`config.mk`:
```
export PLATFORM = sky130hd
export DESIGN_NAME = ifu_fq
export DESIGN_NICKNAME = d
export VERILOG_FILES = /design/src/rtl/ifu_pkg.sv /design/src/rtl/ifu_fq_fifo.sv /design/src/rtl/ifu_fq.sv
export SDC_FILE = /design/constraint.sdc
export NUM_CORES = 1
export LEC_CHECK = 0
export ABC_CLOCK_PERIOD_IN_PS = 5400
export CAP_MARGIN = 30
export CORE_MARGIN = 5
export CORE_UTILIZATION = 65
export CTS_BUF_LIST = sky130_fd_sc_hd__clkbuf_2
export CTS_CLUSTER_SIZE = 14
export DETAILED_ROUTE_END_ITERATION = 8
export DONT_BUFFER_PORTS = 1
export PLACE_DENSITY = 0.81
export SETUP_SLACK_MARGIN = 0.4
export SLEW_MARGIN = 5
export SYNTH_ARGS = -nofsm -noshare
export SYNTH_HDL_FRONTEND = slang
export SYNTH_SLANG_ARGS = --single-unit
```
`constraint.sdc`:
```
create_clock -name clk -period 5.4 [get_ports clk]
set_clock_uncertainty 0.2 [all_clocks]
set_input_delay 1.08 -clock clk [delete_from_list [all_inputs] [get_ports clk]]
set_output_delay 1.08 -clock clk [all_outputs]
set_load 0.05 [all_outputs]
```
`src/rtl/ifu_pkg.sv`:
```
// Shared defaults and FSM encoding for the instruction fetch unit.
// Module-level parameters are seeded from these so every IFU block agrees on widths.
package ifu_pkg;

  localparam int unsigned IFU_ADDR_WIDTH = 32;
  localparam int unsigned IFU_INST_WIDTH = 32;
  localparam logic [31:0] IFU_RESET_PC   = 32'h8000_0000;
  localparam int unsigned IFU_FQ_DEPTH   = 4;

  typedef enum logic [1:0] {
    ST_FETCH = 2'd0,
    ST_WAIT  = 2'd1,
    ST_DRAIN = 2'd2
  } fq_state_e;

endpackage

```
`src/rtl/ifu_fq_fifo.sv`:
```
// Fetch-queue storage: power-of-two FIFO with flush and a head read from registered storage.
// A push is only visible on out_valid one cycle later, so there is no push-to-valid path.
module ifu_fq_fifo
  import ifu_pkg::*;
#(
  parameter int unsigned WIDTH = IFU_ADDR_WIDTH + IFU_INST_WIDTH + 1,
  parameter int unsigned DEPTH = IFU_FQ_DEPTH
) (
  input  logic                       clk,
  input  logic                       rst,
  input  logic                       flush,
  input  logic                       push_valid,
  input  logic [WIDTH-1:0]           push_data,
  input  logic                       pop_ready,
  output logic                       out_valid,
  output logic [WIDTH-1:0]           out_data,
  output logic [$clog2(DEPTH):0]     count
);

  localparam int unsigned PW = $clog2(DEPTH);

  logic [WIDTH-1:0] mem_q [DEPTH];
  logic [PW-1:0]    wr_ptr_q;
  logic [PW-1:0]    rd_ptr_q;
  logic [PW:0]      count_q;
  logic             do_push;
  logic             do_pop;

  // Flush has priority: a same-cycle push or pop is simply dropped.
  always_comb begin
    out_valid = (count_q != '0);
    out_data  = mem_q[rd_ptr_q];
    count     = count_q;
    do_pop    = out_valid && pop_ready && !flush;
    do_push   = push_valid && !flush && ((count_q != (PW+1)'(DEPTH)) || do_pop);
  end

  always_ff @(posedge clk) begin
    if (do_push) begin
      mem_q[wr_ptr_q] <= push_data;
    end
  end

  always_ff @(posedge clk) begin
    if (rst || flush) begin
      wr_ptr_q <= '0;
      rd_ptr_q <= '0;
      count_q  <= '0;
    end else begin
      if (do_push) wr_ptr_q <= wr_ptr_q + 1'b1;
      if (do_pop)  rd_ptr_q <= rd_ptr_q + 1'b1;
      case ({do_push, do_pop})
        2'b10:   count_q <= count_q + 1'b1;
        2'b01:   count_q <= count_q - 1'b1;
        default: count_q <= count_q;
      endcase
    end
  end

endmodule

```
`src/rtl/ifu_fq.sv`:
```
// Instruction fetch front end: one outstanding icache request, sequential pc, redirect/flush,
// and a fetch queue feeding the decoder.
module ifu_fq
  import ifu_pkg::*;
#(
  parameter int unsigned            ADDR_WIDTH = IFU_ADDR_WIDTH,
  parameter int unsigned            INST_WIDTH = IFU_INST_WIDTH,
  parameter logic [ADDR_WIDTH-1:0]  RESET_PC   = ADDR_WIDTH'(IFU_RESET_PC),
  parameter int unsigned            FQ_DEPTH   = IFU_FQ_DEPTH
) (
  input  logic                  clk,
  input  logic                  rst,
  output logic                  req_valid,
  input  logic                  req_ready,
  output logic [ADDR_WIDTH-1:0] req_addr,
  input  logic                  rsp_valid,
  input  logic [INST_WIDTH-1:0] rsp_data,
  input  logic                  rsp_err,
  input  logic                  redirect_valid,
  input  logic [ADDR_WIDTH-1:0] redirect_pc,
  output logic                  idu_valid,
  input  logic                  idu_ready,
  output logic [ADDR_WIDTH-1:0] idu_pc,
  output logic [INST_WIDTH-1:0] idu_instr,
  output logic                  idu_err
);

  localparam int unsigned ENT_W = ADDR_WIDTH + INST_WIDTH + 1;
  localparam int unsigned CW    = $clog2(FQ_DEPTH) + 1;

  fq_state_e             state_q, state_d;
  logic [ADDR_WIDTH-1:0] pc_q, pc_d;
  logic [ADDR_WIDTH-1:0] req_pc_q, req_pc_d;
  logic                  req_fire;
  logic                  fq_push;
  logic [CW-1:0]         fq_count;
  logic [ENT_W-1:0]      fq_head;

  always_ff @(posedge clk) begin
    if (rst) begin
      state_q  <= ST_FETCH;
      pc_q     <= RESET_PC;
      req_pc_q <= RESET_PC;
    end else begin
      state_q  <= state_d;
      pc_q     <= pc_d;
      req_pc_q <= req_pc_d;
    end
  end

  // A redirect always retargets the pc; if a request is in flight its response must be drained.
  always_comb begin
    state_d  = state_q;
    pc_d     = pc_q;
    req_pc_d = req_pc_q;
    case (state_q)
      ST_FETCH: if (req_fire) state_d = redirect_valid ? ST_DRAIN : ST_WAIT;
      ST_WAIT: begin
        if (rsp_valid)           state_d = ST_FETCH;
        else if (redirect_valid) state_d = ST_DRAIN;
      end
      ST_DRAIN: if (rsp_valid) state_d = ST_FETCH;
      default:  state_d = ST_FETCH;
    endcase
    if (req_fire) begin
      req_pc_d = pc_q;
      pc_d     = pc_q + ADDR_WIDTH'(4);
    end
    if (redirect_valid) pc_d = redirect_pc;
  end

  always_comb begin
    req_valid = (state_q == ST_FETCH) && (fq_count < CW'(FQ_DEPTH));
    req_addr  = pc_q;
    req_fire  = req_valid && req_ready;
    fq_push   = (state_q == ST_WAIT) && rsp_valid && !redirect_valid;
  end

  ifu_fq_fifo #(
    .WIDTH (ENT_W),
    .DEPTH (FQ_DEPTH)
  ) u_fifo (
    .clk        (clk),
    .rst        (rst),
    .flush      (redirect_valid),
    .push_valid (fq_push),
    .push_data  ({req_pc_q, rsp_data, rsp_err}),
    .pop_ready  (idu_ready),
    .out_valid  (idu_valid),
    .out_data   (fq_head),
    .count      (fq_count)
  );

  assign {idu_pc, idu_instr, idu_err} = fq_head;

  // A response with nothing outstanding means the icache protocol was broken; it is dropped.
  rsp_in_fetch_a: assert property (@(posedge clk) disable iff (rst)
    !(rsp_valid && (state_q == ST_FETCH)));

endmodule

```
=== After elaboration in Yosys (flattened, before gate mapping) ===
Memories as Yosys holds them, arrays and structs flattened. A register that Yosys moved wholly into a read port is not among the register bits.
Index checks and enable logic that the tools add are counted.

* Eq/ne operators: 8
* Divide/modulo/power cells: 0
* $lt $le $gt $ge: 1
* Bitwise logic cells: 0
* Reductions and logical operators: 16
* $mul: 0
* Shift-type cells: 0
* Add/sub/neg operators: 5
* Multiplexer cells: 13

{| class="wikitable"
|+ Operators with widths
! operator !! count
|-
| two-way mux 32 bit || 2
|-
| adder 32 x 3 -> 32 bit, second input constant || 1
|-
| two-way mux 2 bit || 7
|-
| logical AND 1 bit || 8
|-
| != test 3 bit, second input constant || 2
|-
| case mux 2 bit (3 select lines) || 1
|-
| case mux 3 bit (2 select lines) || 1
|-
| adder 2 x 1 -> 2 bit, second input constant || 2
|-
| equality test 2 x 1 -> 1 bit, second input constant || 2
|-
| equality test 2 bit, second input constant || 2
|-
| != test 2 bit, second input constant || 2
|-
| nonzero test 2 bit || 2
|-
| adder 3 x 1 -> 3 bit, second input constant || 1
|-
| less-than comparator 3 bit, second input constant || 1
|-
| AND reduction 3 bit || 1
|-
| nonzero test 3 bit || 1
|-
| subtractor 3 x 1 -> 3 bit, second input constant || 1
|-
| zero test 2 bit || 1
|-
| logical OR 1 bit || 2
|-
| two-way mux 1 bit || 2
|-
| zero test 1 bit || 1
|}

* Bits in read-only memories: 0
* Output and inout port bits: 99
* Input bits: 71
* Logic and storage cells: 50
* Memory bits (writable): 260
* Memories kept: 1
* Register bits after elaboration: 73
* Latch bits: 0

{| class="wikitable"
|+ Memory list
! memory !! depth !! bits a word !! rd ports !! clocked after memory_dff !! wr ports !! RTL line !! text
|-
| u_fifo.mem_q || 4 || 65 || 1 || 1 || 1 || ifu_fq_fifo.sv:22 || <nowiki>logic [WIDTH-1:0] mem_q [DEPTH];</nowiki>
|}

=== Depth between registers and ports, before layout ===
* Word-level depth: 7
* Gate-level depth with buffers: 8
* Mapped depth without buffers: 7

=== Hierarchy ===
A second synthesis with hierarchy kept.

* Cell total of the unflattened synthesis: 784
* Area total of the unflattened synthesis: 12,911.1 um^2

{| class="wikitable"
|+ By module, submodules not included
! module !! times used !! area each (um^2) !! seq. area each (um^2) !! cells an instance
|-
| ifu_fq_fifo || 1 || 9,884.5 || 7,987.7 || 396
|-
| ifu_fq || 1 || 3,026.7 || 1,321.3 || 388
|}

=== Least setup slack after synthesis ===
Ideal clock, no wire load.

* Path type: input to register
* Start point: input redirect_valid
* End point: memory u_fifo.mem_q[0][0] in the netlist's numbering, enable pin
* Path slack: 1.268 ns
* Cell stages on the path: 4
* Path buffers: 2
* Library setup time: 0.430 ns
* Required time: 4.770 ns
* Arrival time: 3.502 ns
* Cell sequence: clkbuf_1 > clkbuf_1 > nor3_1 > and2_1

* Longest elaborated chain between the ends: 6
* Elaborated cells between the ends (all ways): 8
* Those cells by class: mux: 2; reduce/logical: 6

{| class="wikitable"
|+ RTL lines
! what !! RTL line !! text
|-
| start, declared || ifu_fq.sv:19 || <nowiki>input logic redirect_valid,</nowiki>
|-
| zero test 1 bit * || ifu_fq_fifo.sv:34, ifu_fq_fifo.sv:35, ifu_fq.sv:76 ||
|-
| logical AND 1 bit, on equally long branches || ifu_fq.sv:76, ifu_fq_fifo.sv:34 ||
|-
| logical AND 1 bit or logical OR 1 bit (tied branches) || ifu_fq_fifo.sv:35 || <nowiki>do_push = push_valid && !flush && ((count_q != (PW+1)'(DEPTH)) || do_pop);</nowiki>
|-
| logical AND 1 bit * || ifu_fq_fifo.sv:35 ||
|-
| two-way mux 1 bit * || ifu_fq_fifo.sv:39 || <nowiki>if (do_push) begin</nowiki>
|-
| two-way mux 1 bit (not written as such) * || ifu_fq_fifo.sv:40 || <nowiki>mem_q[wr_ptr_q] <= push_data;</nowiki>
|-
| end, declared || ifu_fq_fifo.sv:22 ||
|}

Every way passes the cells marked *; elsewhere a longest branch is shown, timed or not.

==> results.json <==
{
  "status": "completed",
  "setup_tns_ns": 0,
  "seq_area_um2": 9316,
  "grt_pass1_wl_um": 41700,
  "synth_nets": 883,
  "cts_max_level": 3,
  "cp_max_fo": 45,
  "rsz0062_at_grt": "false",
  "cts_buffers": 80,
  "synth_seq_cells": 335,
  "worstSetupEndpointType": "output pin",
  "synth_top_area_share_pct": 60.05,
  "min-delay-path-class": "input pin to flip-flop",
  "antenna_found_initial": 1,
  "fin_hold_ws_ns": 0.1338,
  "cts_hold_buf": 0,
  "avgSynthCellArea_um2": 16.13,
  "ant_nets": 0,
  "vias": 7320,
  "ys_warn_count": 0,
  "synth_area_um2": 13000,
  "portBuffers": 0,
  "globalRouteOverflowTotal": 0,
  "fill_cells": 1305,
  "synth_cell_types": 47,
  "die_h_um": 151.4,
  "layout_setup_ws_ns": 1.449,
  "period_share_pct": 73.17,
  "cts_sinks": 335,
  "die_w_um": 151.4,
  "start_util_pct": 66.37,
  "ys_top_cells_by_area": "edfxtp_1, dfxtp_1, mux4_2, nand2_1, a21oi_1",
  "nets": 924,
  "powerDensity_nw_per_um2": 330.0,
  "syn_to_final_growth_pct": 8.276,
  "drv_cap": 0,
  "syn_inst": 806,
  "clockBufferDepth": 3,
  "final_cell_mix": "edfxtp_1, clkbuf_2, nand2_1",
  "slew_violations": 0,
  "routed_wl_um": 27120,
  "async_flop_share_pct": 0,
  "worstPathArrival_ns": 2.67,
  "finalPower_w": 0.004646,
  "root_buffer": "clkbuf_2",
  "max_freq_mhz": 253.1,
  "worstSetupPathType": "flip-flop to output pin",
  "core_um2": 19590,
  "rows": 51,
  "required_ns": 4.12,
  "route.detailed.drc": 0,
  "post-place-ws_ns": 1.791,
  "grt_usage_pct": 24.02,
  "clk-insertion-delay-late_ns": 0.79,
  "io_pins": 170,
  "power.leakage_nw": 4.501,
  "multi_input_area_um2": 3471,
  "hold_viol": 0,
  "grt_pass1_vias": 7750,
  "cts_tree": "built",
  "rrSetupSlack_ns": 2.27,
  "post_cts_buffers": 0,
  "setup_violations": 0,
  "vias_per_cell": 6.251,
  "synth_top_area_cell": "edfxtp_1",
  "worstSetupStartpointType": "flip-flop",
  "seq_area_frac_synth_pct": 71.59,
  "cts-resized-gates": 0,
  "path_clk_slew_ns": 0.11,
  "drt_iter0_drc": 458,
  "fin_crit_ns": 3.951,
  "final_common_cell": "edfxtp_1",
  "gp_congestion": 0.9016,
  "dieArea_um2": 22930,
  "max-vdd-ir-drop_v": 0.0001428,
  "utilization_pct": 71.87,
  "grt_max_degree": 82,
  "worst_slew_pin_slew_ns": 0.9360,
  "slew_headroom_pct": 37.34,
  "synth_edf_count": 260,
  "wire_per_inst_um": 23.16,
  "drive_above_1_share_pct": 23.54,
  "synthFlopType": "edfxtp_1",
  "firstDrtPassIters": 6,
  "hpwlAfterDp_um": 16920
}
layout make-up:
class,count,share of cell area (%)
Antenna cell,1,0.01777
Clock buffer,118,4.195
Clock inverter,22,1.004
Inverter,12,0.3199
Multi-Input combinational cell,409,24.65
Sequential cell,335,66.17
Tap cell,265,2.355
Timing Repair Buffer,9,1.280
worst max-delay path: stages, from the launching register on:
cell and delay, ns:
dfxtp_4 0.41, buf_16 0.31, buf_4 0.41, mux4_2 0.73
state kept, by name (all words and copies together) (netlist names), named ones only:
register and cells:
state_q 2, req_pc_q 32, u_fifo.rd_ptr_q 2, req_addr 32, u_fifo.mem_q 260, u_fifo.wr_ptr_q 2, u_fifo.count 3
final timing paths:
check | startpoint | end | cells past startpoint
min | rst | req_pc_q[21]$_SDFFE_PP0P_ | 1
max | flip-flop | idu_instr[23] | 3
min reg2reg | req_pc_q[0]$_SDFFE_PP0P_ | u_fifo.mem_q[3][33]$_DFFE_PP_ | 0
max reg2reg | req_addr[5]$_SDFFE_PP0N_ | req_addr[19]$_SDFFE_PP0N_ | 4
per-stage QoR:
step,instances,instance area [um^2]
2_1_floorplan,806,13000
3_3_place_gp,1024,13190
3_5_place_dp,1025,13210
4_1_cts,1165,13950
5_1_grt,1171,14080
6_report,1171,14080
kinds of logic after synthesis:
group	count (synthesis)	share of synthesized area [%]
AOI/OAI and AO/OA	92	4.542
muxes	70	11.64
and+or+nand+nor	229	8.920
adders and majority gates	6	0.6351
xor gates and xnor gates	12	0.8083
buffers and inverters	62	1.857
DFF	335	71.59
cells in the mapped netlist, types with 2 or more instances:
master,instances
a2111oi_0,5
a211oi_1,12
a21o_1,2
a21oi_1,39
a311oi_1,10
and2_1,5
and3_1,2
and4_1,8
buf_1,11
clkbuf_1,37
dfxtp_1,75
edfxtp_1,260
ha_1,5
inv_1,10
mux2i_1,5
mux4_2,65
nand2_1,88
nand3_1,13
nand3b_1,3
nand4_1,15
nor2_1,37
nor3_1,8
nor3b_1,6
nor4_1,11
o21ai_0,10
o21bai_1,2
o31ai_1,6
or2_2,3
or3_1,16
or4_1,10
xnor2_1,8
xor2_1,4
report_power, final:
part           switching [W]  internal (W)  leakage [nW]
Sequential          0.000124       0.00280          3.01
Clock               0.000910      0.000676         0.561
Combinational      0.0000858     0.0000455         0.929
routing by layer:
layer	GRT usage (%)	vias to the layer above	part of all wire (%)
met3	7.840	61	9.8
met2	40.19	355	51
li1	-	3311	-
met5	0	-	0
met4	8.658	0	2.3
met1	29.55	3593	37
Note: power is estimated with default switching activity, not from simulation.
